File: src/rtl/pipe_ctrl_if.sv
// Pipeline control bundle: stage stall requests and commit events in,
// stall/flush controls and performance counters out.
interface pipe_ctrl_if;
  logic        if_stallreq;
  logic        id_stallreq;
  logic        ex_stallreq;
  logic        mem_stallreq;
  logic        excp_valid;
  logic [31:0] excp_vector;
  logic        eret_valid;
  logic [31:0] epc;
  logic [5:0]  stall;
  logic        flush;
  logic [31:0] flush_pc;
  logic        busy;
  logic [31:0] stall_cycles;
  logic [15:0] flush_count;
  // Debug view of the controller FSM state (IDLE=0, PEND=1, FLUSH=2).
  logic [1:0]  dbg_state;

  modport master (
    output if_stallreq, id_stallreq, ex_stallreq, mem_stallreq,
    output excp_valid, excp_vector, eret_valid, epc,
    input  stall, flush, flush_pc, busy, stall_cycles, flush_count, dbg_state
  );

  modport slave (
    input  if_stallreq, id_stallreq, ex_stallreq, mem_stallreq,
    input  excp_valid, excp_vector, eret_valid, epc,
    output stall, flush, flush_pc, busy, stall_cycles, flush_count, dbg_state
  );
endinterface

File: src/rtl/pipe_ctrl.sv
// Pipeline stall/flush controller with exception/ERET redirect FSM.
// Optional performance counters enabled by defining PIPE_CTRL_PERF_EN.
module pipe_ctrl (
  input logic      clk,
  input logic      rst,
  pipe_ctrl_if.slave bus
);

  typedef enum logic [1:0] {
    IDLE  = 2'd0,
    PEND  = 2'd1,
    FLUSH = 2'd2
  } state_t;

  state_t      state;
  state_t      state_nxt;
  logic [31:0] target;
  logic [31:0] target_nxt;
  logic        event_req;
  logic        in_flush;
  logic [5:0]  stall_req;
  logic [5:0]  stall_out;

  // Highest requesting stage freezes itself and everything upstream.
  always_comb begin
    stall_req = 6'b000000;
    if (bus.mem_stallreq)
      stall_req = 6'b011111;
    else if (bus.ex_stallreq)
      stall_req = 6'b001111;
    else if (bus.id_stallreq)
      stall_req = 6'b000111;
    else if (bus.if_stallreq)
      stall_req = 6'b000011;
  end

  assign event_req = bus.excp_valid | bus.eret_valid;

  always_comb begin
    state_nxt  = state;
    target_nxt = target;
    case (state)
      IDLE: begin
        if (event_req) begin
          target_nxt = bus.excp_valid ? bus.excp_vector : bus.epc;
          state_nxt  = bus.mem_stallreq ? PEND : FLUSH;
        end
      end
      PEND: begin
        if (!bus.mem_stallreq)
          state_nxt = FLUSH;
      end
      FLUSH:   state_nxt = IDLE;
      default: state_nxt = IDLE;
    endcase
  end

  always_ff @(posedge clk) begin
    if (rst) begin
      state  <= IDLE;
      target <= 32'd0;
    end else begin
      state  <= state_nxt;
      target <= target_nxt;
    end
  end

  // Reset masks the flush decode so an aborted event never pulses flush.
  assign in_flush  = (state == FLUSH) && !rst;
  assign stall_out = in_flush ? 6'b000000 : stall_req;

  assign bus.stall     = stall_out;
  assign bus.flush     = in_flush;
  assign bus.flush_pc  = target;
  assign bus.busy      = (state != IDLE) && !rst;
  assign bus.dbg_state = state;

`ifdef PIPE_CTRL_PERF_EN
  logic [31:0] stall_cnt;
  logic [15:0] flush_cnt;

  always_ff @(posedge clk) begin
    if (rst) begin
      stall_cnt <= 32'd0;
      flush_cnt <= 16'd0;
    end else begin
      if (|stall_out)
        stall_cnt <= stall_cnt + 32'd1;
      if (in_flush && (flush_cnt != 16'hFFFF))
        flush_cnt <= flush_cnt + 16'd1;
    end
  end

  assign bus.stall_cycles = stall_cnt;
  assign bus.flush_count  = flush_cnt;
`else
  assign bus.stall_cycles = 32'd0;
  assign bus.flush_count  = 16'd0;
`endif

endmodule

File: src/flat_wrapper.sv
// flat-port wrapper written by rule: the top's interface ports become plain ports
module pipe_ctrl_flat 
  (clk, rst, bus_if_stallreq, bus_id_stallreq, bus_ex_stallreq, bus_mem_stallreq, bus_excp_valid, bus_excp_vector, bus_eret_valid, bus_epc, bus_stall, bus_flush, bus_flush_pc, bus_busy, bus_stall_cycles, bus_flush_count, bus_dbg_state);
  pipe_ctrl_if bus_i ();
  input logic clk;
  input logic rst;
  input wire logic [$bits(bus_i.if_stallreq)-1:0] bus_if_stallreq;
  input wire logic [$bits(bus_i.id_stallreq)-1:0] bus_id_stallreq;
  input wire logic [$bits(bus_i.ex_stallreq)-1:0] bus_ex_stallreq;
  input wire logic [$bits(bus_i.mem_stallreq)-1:0] bus_mem_stallreq;
  input wire logic [$bits(bus_i.excp_valid)-1:0] bus_excp_valid;
  input wire logic [$bits(bus_i.excp_vector)-1:0] bus_excp_vector;
  input wire logic [$bits(bus_i.eret_valid)-1:0] bus_eret_valid;
  input wire logic [$bits(bus_i.epc)-1:0] bus_epc;
  output wire logic [$bits(bus_i.stall)-1:0] bus_stall;
  output wire logic [$bits(bus_i.flush)-1:0] bus_flush;
  output wire logic [$bits(bus_i.flush_pc)-1:0] bus_flush_pc;
  output wire logic [$bits(bus_i.busy)-1:0] bus_busy;
  output wire logic [$bits(bus_i.stall_cycles)-1:0] bus_stall_cycles;
  output wire logic [$bits(bus_i.flush_count)-1:0] bus_flush_count;
  output wire logic [$bits(bus_i.dbg_state)-1:0] bus_dbg_state;
  assign bus_i.if_stallreq = bus_if_stallreq;
  assign bus_i.id_stallreq = bus_id_stallreq;
  assign bus_i.ex_stallreq = bus_ex_stallreq;
  assign bus_i.mem_stallreq = bus_mem_stallreq;
  assign bus_i.excp_valid = bus_excp_valid;
  assign bus_i.excp_vector = bus_excp_vector;
  assign bus_i.eret_valid = bus_eret_valid;
  assign bus_i.epc = bus_epc;
  assign bus_stall = bus_i.stall;
  assign bus_flush = bus_i.flush;
  assign bus_flush_pc = bus_i.flush_pc;
  assign bus_busy = bus_i.busy;
  assign bus_stall_cycles = bus_i.stall_cycles;
  assign bus_flush_count = bus_i.flush_count;
  assign bus_dbg_state = bus_i.dbg_state;
  pipe_ctrl u_core (.clk(clk), .rst(rst), .bus(bus_i));
endmodule
File: config.mk
export PLATFORM = sky130hd
export DESIGN_NAME = pipe_ctrl_flat
export DESIGN_NICKNAME = d
export VERILOG_FILES = /design/src/rtl/pipe_ctrl_if.sv /design/src/rtl/pipe_ctrl.sv /design/src/flat_wrapper.sv
export SDC_FILE = /design/constraint.sdc
export NUM_CORES = 1
export LEC_CHECK = 0
export ABC_CLOCK_PERIOD_IN_PS = 4600
export CAP_MARGIN = 20
export CORE_MARGIN = 10
export CORE_UTILIZATION = 37
export DETAILED_ROUTE_END_ITERATION = 16
export GPL_TIMING_DRIVEN = 0
export HOLD_SLACK_MARGIN = 0.08
export PLACE_DENSITY_LB_ADDON = 0.25
export SKIP_CTS_REPAIR_TIMING = 1
export SLEW_MARGIN = 30
export SYNTH_ARGS = -nofsm -noshare
export SYNTH_HDL_FRONTEND = slang
export SYNTH_SLANG_ARGS = --single-unit
File: constraint.sdc
create_clock -name clk -period 4.6 [get_ports clk]
set_clock_uncertainty 0.15 [all_clocks]
set_input_delay 0.92 -clock clk [delete_from_list [all_inputs] [get_ports clk]]
set_output_delay 0.92 -clock clk [all_outputs]
set_load 0.01 [all_outputs]
======== Yosys cells after proc, flatten, opt, wreduce, memory -nomap -nowiden ========
Cells that the tools add are included.
operators by class
  eq/ne operators ......................... 4
  mux-type cells .......................... 10
  bitwise gates (word level) .............. 1
  reduce and logical (&&, ||, !) cells .... 7
operators with widths
  cell                number
  $mux 32             1
  $mux 6              4
  $mux 2              4
  $pmux 2 s2          1
  $reduce_and 2->1    2
  $eq 2x1->1 const B  1
  $eq 2x2->1 const B  1
  $logic_and 1x1->1   2
  $logic_not 2->1     1
  $ne 2x1->1 const B  1
  $ne 2x2->1 const B  1
  $reduce_bool 2->1   1
  $logic_not 1->1     1
  $or 1x1->1          1
storage, ports and cells
  flip-flop bits (word level) ............. 34
  input port bits ......................... 72
  output and inout bits ................... 90
  word-level logic and storage cells ...... 24

======== Logic depth before layout (Yosys ltp) ========
Gate-level depths: netlist of run 1.
  depth after elaboration ................. 5
  mapped depth ............................ 7
  mapped depth without buffers ............ 3

======== Worst setup path before layout of run 1 ========
Ideal clock, no wire load.
  kind .................................... input-to-output
  start ................................... input port rst
  end ..................................... output port bus_stall[1]
  arrival time ............................ 2.017 ns
  path slack .............................. 1.513 ns
  cell stages on the path ................. 4
  cells stage by stage .................... clkbuf_1 nor3b_1 a21oi_1 buf_4
between the ends
  word-level cells in the longest chain between the ends .. 3
ends and longest elaborated chain
  item               line                source
  start, declared    flat_wrapper.sv:6   input logic rst;
  $logic_not 1->1    pipe_ctrl.sv:69     assign in_flush = (state == FLUSH) && !rst;
  $logic_and 1x1->1  pipe_ctrl.sv:69
  via bus_flush      flat_wrapper.sv:16  output wire logic [$bits(bus_i.flush)-1:0] bus_flush;
  $mux 6             pipe_ctrl.sv:70     assign stall_out = in_flush ? 6'b000000 : stall_req;
  end, declared      flat_wrapper.sv:15  output wire logic [$bits(bus_i.stall)-1:0] bus_stall;
The timed path passes the listed nets, and every way through them passes these cells.

======== Worst setup path after layout of run 1 ========
  start ................................... input port bus_mem_stallreq
  end ..................................... output port bus_stall[1]
between the ends
  word-level cells in the longest chain between the ends .. 2
ends and longest elaborated chain
  item             line                source
  start, declared  flat_wrapper.sv:10  input wire logic [$bits(bus_i.mem_stallreq)-1:0] bus_mem_stallreq;
  $mux 6           pipe_ctrl.sv:27     if (bus.mem_stallreq)
  $mux 6           pipe_ctrl.sv:70
Every way passes these cells.

==> results of run 1 <==
## layer usage
metal	vias to the layer above	share of wire	wire length, um
met4	0	0.0065	45
met1	854	0.39	2687
met2	95	0.48	3331
met5	-	0	0
met3	5	0.13	882
li1	995	-	-
## area by class of cell
type / count / area, um2 / area share
buffer: 69 / 489.2 / 0.1346
timing repair buffer: 110 / 1101 / 0.3030
tap: 72 / 90.09 / 0.02479
sequential: 34 / 680.7 / 0.1873
multi-input combinational: 159 / 1131 / 0.3113
clock inverter: 3 / 68.82 / 0.01894
clock buffer: 5 / 68.82 / 0.01894
inverter: 1 / 3.754 / 0.001033
## worst min-delay path by stage
stage,start,to,slack (ps),depth (start not counted)
after floorplan,u_core.bus.dbg_state[1],u_core.bus.dbg_state[1],370,1
after global placement,u_core.bus.dbg_state[1],u_core.bus.dbg_state[0],340,1
after detailed placement,u_core.bus.dbg_state[1],u_core.bus.dbg_state[0],340,1
after CTS,u_core.bus.dbg_state[1],u_core.bus.dbg_state[0],350,1
after global routing,u_core.bus.dbg_state[1],u_core.bus.dbg_state[0],370,1
final,u_core.bus.dbg_state[1],u_core.bus.dbg_state[0],340,1
## registers in the layout, indices dropped and copies added (netlist names)
| name | cells |
|---|---|
| u_core.bus.dbg_state | 2 |
| u_core.bus.flush_pc | 32 |
## through the flow
stage                     power, mW  cells    util  hold slack, ps  instance area [um2]
after floorplan              0.5304    263       -           369.9                 2305
after global placement       0.6809    445  0.6310           336.2                 3496
after detailed placement     0.6846    445  0.6310           335.9                 3496
after CTS                     1.016    453  0.6558           345.9                 3633
after global routing          1.062    453  0.6558           365.7                 3633
final                         1.010    453  0.6558           344.5                 3633
## cell usage in the layout (no fill, tap or decap), types with 4 or more instances in the layout
master | synthesis | final
dfxtp_1 | 34 | 34
buf_6 | 5 | 5
clkdlybuf4s50_1 | 0 | 110
clkbuf_1 | 10 | 10
a211oi_2 | 30 | 30
clkbuf_8 | 0 | 5
buf_4 | 50 | 50
mux2i_1 | 32 | 32
nor2_1 | 6 | 6
conb_1 | 1 | 49
a21oi_1 | 33 | 33
buf_2 | 4 | 4
## cell families (layout without fill, tap and decap cells)
group                  Yosys count  after routing  synth area share
buffers and inverters           70            188            0.2320
and+or+nand+nor                 13             13           0.03357
DFF                             34             34            0.3204
other                            1             49          0.001765
muxes                           32             32            0.1508
AOI/OAI and AO/OA               65             65            0.2615
## synthesized netlist by cell type, drive strengths merged
| cell | instances |
|---|---|
| or2 | 1 |
| nor3b | 1 |
| nor4 | 1 |
| inv | 1 |
| buf | 59 |
| a211oi | 32 |
| nor4b | 1 |
| conb | 1 |
| clkbuf | 10 |
| nor2b | 1 |
| dfxtp | 34 |
| mux2i | 32 |
| and2 | 1 |
| a21oi | 33 |
| nor2 | 6 |
| nor3 | 1 |
## report_power, final
part           total [mW]  leakage [nW]  internal (mW)  switching, mW
Clock               0.330        0.0683          0.217          0.113
Sequential          0.341         0.283          0.325         0.0157
Combinational       0.339          1.25          0.192          0.146
Total                1.01          1.60          0.735          0.275
==> results.md, run 1 <==
- Status: finished clean
- # IOs: 162
- Crit. Startpoint: bus_mem_stallreq
- Post-Synthesis Cells: 215
- Root buffer cell: clkbuf_8
- Worst-path clk slew: 70 ps
- Pre-antenna DRT Iters: 4
- Initial Util: 0.3835
- R2R depth: 4
- Delay-heaviest family, CP: buffers and inverters
- Flop2flop setup slack: 2860 ps
- Via density: 4.302
- Pwr Density: 277.9 mW/mm2
- Die extent in x: 95.78 um
- Cell breakdown of the critical path: clkdlybuf4s50_1 > nor3_1 > a21oi_1 > buf_4 > clkdlybuf4s50_1
- Seq cells post-synth: 34
- CTS H-tree lvls: 2
- Worst Max-Slew Pin Slew: 725.9 ps
- Synth-to-Final Area Change: 71.02%
- Worst path most repeated cell: clkdlybuf4s50_1
- GRT Util Overall: 0.1414
- Antenna-violating nets left: 0
- Core area: 0.005540 mm2
- Setup crit start kind: primary input
- Min Tclk post-route: 3515 ps
- Final number of hold-violating endpoints: 0
- Top-area cell type share of the netlist area: 0.3204
- Grt total ovfl: 0
- Post-Syn Area: 0.002125 mm2
- Worst stage delay on the critical path: 480 ps
- Crit path max fanout: 5
- Routed WL: 6946 um
- CP max stage cell: clkdlybuf4s50_1
- Area contributors post-synth: dfxtp_1 32%, a211oi_2 18%, buf_4 18%
- Crit Path Category: in -> out
- Met1 Use GR: 0.1540
- Num CTS Buffers: 5
- Antenna violations before repair: 0
- Ys Warns: 0
- Crit path buf inv count: 3
- Hold Crit Class: reg -> reg
- Total of max-cap violations: 0
- Fill count: 485
- Part of the cycle the worst path needs: 0.7641
- R2r endpoint: u_core.bus.flush_pc[0]
- Setup-failing EPs final: 0
- Final Max Slew Viols: 0
- Clock buffer depth: 2
- Critical Path End Type: output port
- Final nets: 452
- WL/cell: 15.33 um
- Largest net degree at the start of global routing: 13
- CP endpoint: bus_stall[1]
- Stages on worst setup path: 5
- Chip height: 95.78 um
- Unrepaired setup endpoints after global routing: no
- Drt drc: 0
- Mean Syn Cell Area: 9.882 um2
- Met3 usage: 0.07004
- Share of cells above drive strength 1: 0.2572
- Vias in the first global route: 1,994
- Met2 Use GR: 0.2432
- Fmax: 284.5 MHz
- Die area: 0.009173 mm2
- Port Buffers: 110
- Count of different cell masters after synthesis: 19
- Rel. slew slack: 0.5161
- Diodes inserted: 0
- Total number of vias: 1,949
- Clock Sinks: 34
- Arrival @ worst endpoint: 2440 ps
- 1st-iter DRT viols: 27
- Biggest area consumer among synthesized cells: dfxtp_1
- GRT busiest layer: met2
- Critical Path RT: 3530 ps
- Final WS setup: 1085 ps
- Peak supply drop: 0.1807 mV
- Detailed placer's ending HPWL: 5695 um
- RR Startpoint: u_core.bus.dbg_state[1]
- Clock latency on the worst-skew pair: 280 ps
- Placer congestion estimate: 0.7359
- DP Worst Slack: 1070 ps
- Sequential fraction of the synthesis area: 0.3204
- TritonCTS clock tree: yes
- Leak Pwr: 1.597 nW
- Setup TNS: 0 ps
- Site Rows: 27
- First-pass GRT wire length: 10,340 um
(Power assumes the default switching activity.)
==> inputs of run 2 (changes only) <==
--- a/config.mk
+++ b/config.mk
@@ -5,10 +5,10 @@
 export SDC_FILE = /design/constraint.sdc
 export NUM_CORES = 1
 export LEC_CHECK = 0
-export ABC_CLOCK_PERIOD_IN_PS = 4600
+export ABC_CLOCK_PERIOD_IN_PS = 2900
 export CAP_MARGIN = 20
 export CORE_MARGIN = 10
-export CORE_UTILIZATION = 37
+export CORE_UTILIZATION = 31
 export DETAILED_ROUTE_END_ITERATION = 16
 export GPL_TIMING_DRIVEN = 0
 export HOLD_SLACK_MARGIN = 0.08
==> constraint.sdc (replaced) <==
create_clock -name clk -period 2.9 [get_ports clk]
set_clock_uncertainty 0.15 [all_clocks]
set_input_delay 0.58 -clock clk [delete_from_list [all_inputs] [get_ports clk]]
set_output_delay 0.58 -clock clk [all_outputs]
set_load 0.01 [all_outputs]
==> results.md, run 2 (synthesis gave the netlist of run 1 again) <==
- Status: finished clean (unchanged)
- Pre-antenna DRT Iters: 4 (unchanged)
- R2R depth: 4 (unchanged)
- Unrepaired setup endpoints after global routing: no (unchanged)
- Hold slack: 358.7 ps (was 344.5 ps)
- Diodes inserted: 0 (unchanged)
- Via density: 4.249 (was 4.302)
- Setup-failing EPs final: 0 (unchanged)
- CP max stage cell: clkdlybuf4s50_1 (unchanged)
- Worst Max-Slew Pin Slew: 719.1 ps (was 725.9 ps)
- Fmax: 357.7 MHz
- Core area: 0.006719 mm2 (was 0.005540 mm2)
- Final WS setup: 104.7 ps (was 1085 ps)
- Hold endpoint: u_core.bus.dbg_state[0] (unchanged)
- Fill count: 626 (was 485)
- Commonest non-fill, non-tap cell in the layout: clkdlybuf4s50_1 (unchanged)
- # IOs: 162 (unchanged)
- Top Layer Used: met4 (unchanged)
- Final Max Slew Viols: 0 (unchanged)
- Die extent in x: 102.8 um (was 95.78 um)
- Worst-path clk slew: 60 ps (was 70 ps)
- Met2 routed WL: 3215 um (was 3331 um)
- RR Startpoint: u_core.bus.dbg_state[1] (unchanged)
- Cell breakdown of the critical path: clkdlybuf4s50_1 > nor3_2 > a21oi_1 > buf_4 > clkdlybuf4s50_1 (was clkdlybuf4s50_1 > nor3_1 > a21oi_1 > buf_4 > clkdlybuf4s50_1)
- Num CTS Buffers: 5 (unchanged)
- Clock latency on the worst-skew pair: 270 ps (was 280 ps)
- Worst path most repeated cell: clkdlybuf4s50_1 (unchanged)
- Worst stage delay on the critical path: 560 ps (was 480 ps)
- Die area: 0.01056 mm2 (was 0.009173 mm2)
- R2r endpoint: u_core.bus.flush_pc[2] (was u_core.bus.flush_pc[0])
- Detailed placer's ending HPWL: 5772 um (was 5695 um)
- Flop2flop setup slack: 1140 ps (was 2860 ps)
- Hold Path Origin: u_core.bus.dbg_state[1] (unchanged)
- Critical Path RT: 2170 ps (was 3530 ps)
- Setup TNS: 0 ps (unchanged)
- Hold Crit Depth: 1 (unchanged)
- Site Rows: 30 (was 27)
- Chip height: 102.8 um (was 95.78 um)
- WL/cell: 15.31 um (was 15.33 um)
- Antenna violations before repair: 0 (unchanged)
- First-pass GRT wire length: 10,400 um (was 10,340 um)
- Root buffer cell: clkbuf_8 (unchanged)
- Crit path max fanout: 5 (unchanged)
- Arrival @ worst endpoint: 2070 ps (was 2440 ps)
- Crit Path Category: in -> out (unchanged)
- Crit. Startpoint: bus_mem_stallreq (unchanged)
- Met3 WL post-DR: 946 um (was 882 um)
- Rel. slew slack: 0.5206 (was 0.5161)
- Drt drc: 0 (unchanged)
- Critical Path End Type: output port (unchanged)
- Antenna-violating nets left: 0 (unchanged)
- Crit path buf inv count: 3 (unchanged)
- Routed WL: 7057 um (was 6946 um)
- Largest net degree at the start of global routing: 11 (was 13)
- Part of the cycle the worst path needs: 0.9639
- Clock Sinks: 34 (unchanged)
- TritonCTS clock tree: yes (unchanged)
- Delay-heaviest family, CP: buffers and inverters (unchanged)
- Setup crit start kind: primary input (unchanged)
- Port Buffers: 110 (unchanged)
- Total of max-cap violations: 0 (unchanged)
- Placer congestion estimate: 0.6441 (was 0.7359)
- Grt total ovfl: 0 (unchanged)
- GRT Util Overall: 0.1237 (was 0.1414)
- Post-layout util: 0.5372 (was 0.6558)
- DP Worst Slack: 21.65 ps (was 1070 ps)
- CTS H-tree lvls: 2 (unchanged)
- Hold Crit Class: reg -> reg (unchanged)
- Most frequent cells in the layout: 110 x clkdlybuf4s50_1, 50 x buf_4, 49 x conb_1 (unchanged)
- Final number of hold-violating endpoints: 0 (unchanged)
- Pwr Density: 398.0 mW/mm2 (was 277.9 mW/mm2)
- Vias in the first global route: 2,006 (was 1,994)
- Clock buffer depth: 2 (unchanged)
- Peak supply drop: 0.2573 mV (was 0.1807 mV)
- Metal-1 WL: 2809 um (was 2687 um)
- Initial Util: 0.3162 (was 0.3835)
- 1st-iter DRT viols: 34 (was 27)
- Leak Pwr: 1.586 nW (was 1.597 nW)
- Synth-to-Final Area Change: 69.91% (was 71.02%)
- Min Tclk post-route: 2795 ps
- Max reg flops: 32 (unchanged)
- Total number of vias: 1,959 (was 1,949)
- Final nets: 452 (unchanged)
- Share of cells above drive strength 1: 0.2651 (was 0.2572)
[run 2: per-stage QoR]
step,total power [mW],instance area (um2),instances
6_report,1.437,3610,461
5_1_grt,1.528,3610,461
4_1_cts,1.455,3597,461
3_5_place_dp,1.088,3506,453
3_3_place_gp,1.082,3506,453
2_1_floorplan,0.8414,2305,263
[run 2: how the worst max path moves through the flow]
stage                         to  slack (ps)  cells after the start
global route        bus_stall[1]           9                      5
CTS                     bus_busy          10                      4
detailed placement      bus_busy          20                      4
floorplan           bus_stall[1]         490                      4
finish              bus_stall[1]         100                      5
global placement        bus_busy          20                      4
[run 2: cell type report]
cell class / count / area (um2) / area share
repair buffers: 110 / 1101 / 0.3050
flip-flops and latches: 34 / 680.7 / 0.1886
plain buffers: 69 / 491.7 / 0.1362
inverters: 1 / 3.754 / 0.001040
well taps: 80 / 100.1 / 0.02773
clock inverters: 1 / 5.005 / 0.001386
clock buffers: 7 / 86.33 / 0.02392
multi-input cells: 159 / 1141 / 0.3161
[run 2: worst register-to-register path, delay by kind of cell, from the launching register on]
kind / cells / cell delay (ps)
buffers and inverters: 1 / 430
AND/OR/NAND/NOR: 1 / 410
AO/OA/AOI/OAI: 2 / 350
flip-flops: 1 / 340
[run 2: metal layers]
layer  vias to the layer above  GRT usage
li1                        997          -
met1                       856     0.1389
met2                        99     0.2007
met3                         7    0.06501
met4                         0    0.03422
met5                         -          0
[run 2: where the power goes]
group / switching [mW] / total [mW] / internal [mW]
clock network: 0.167 / 0.359 / 0.192
logic: 0.231 / 0.537 / 0.306
registers: 0.0246 / 0.541 / 0.516
total: 0.423 / 1.44 / 1.01
==> inputs of run 3 (changes only) <==
--- a/config.mk
+++ b/config.mk
@@ -14,7 +14,7 @@
 export HOLD_SLACK_MARGIN = 0.08
 export PLACE_DENSITY_LB_ADDON = 0.25
 export SKIP_CTS_REPAIR_TIMING = 1
-export SLEW_MARGIN = 30
+export SLEW_MARGIN = 20
 export SYNTH_ARGS = -nofsm -noshare
 export SYNTH_HDL_FRONTEND = slang
 export SYNTH_SLANG_ARGS = --single-unit
==> results of run 3 <==
Final layout, timing and power as in run 2 (identical DEF).
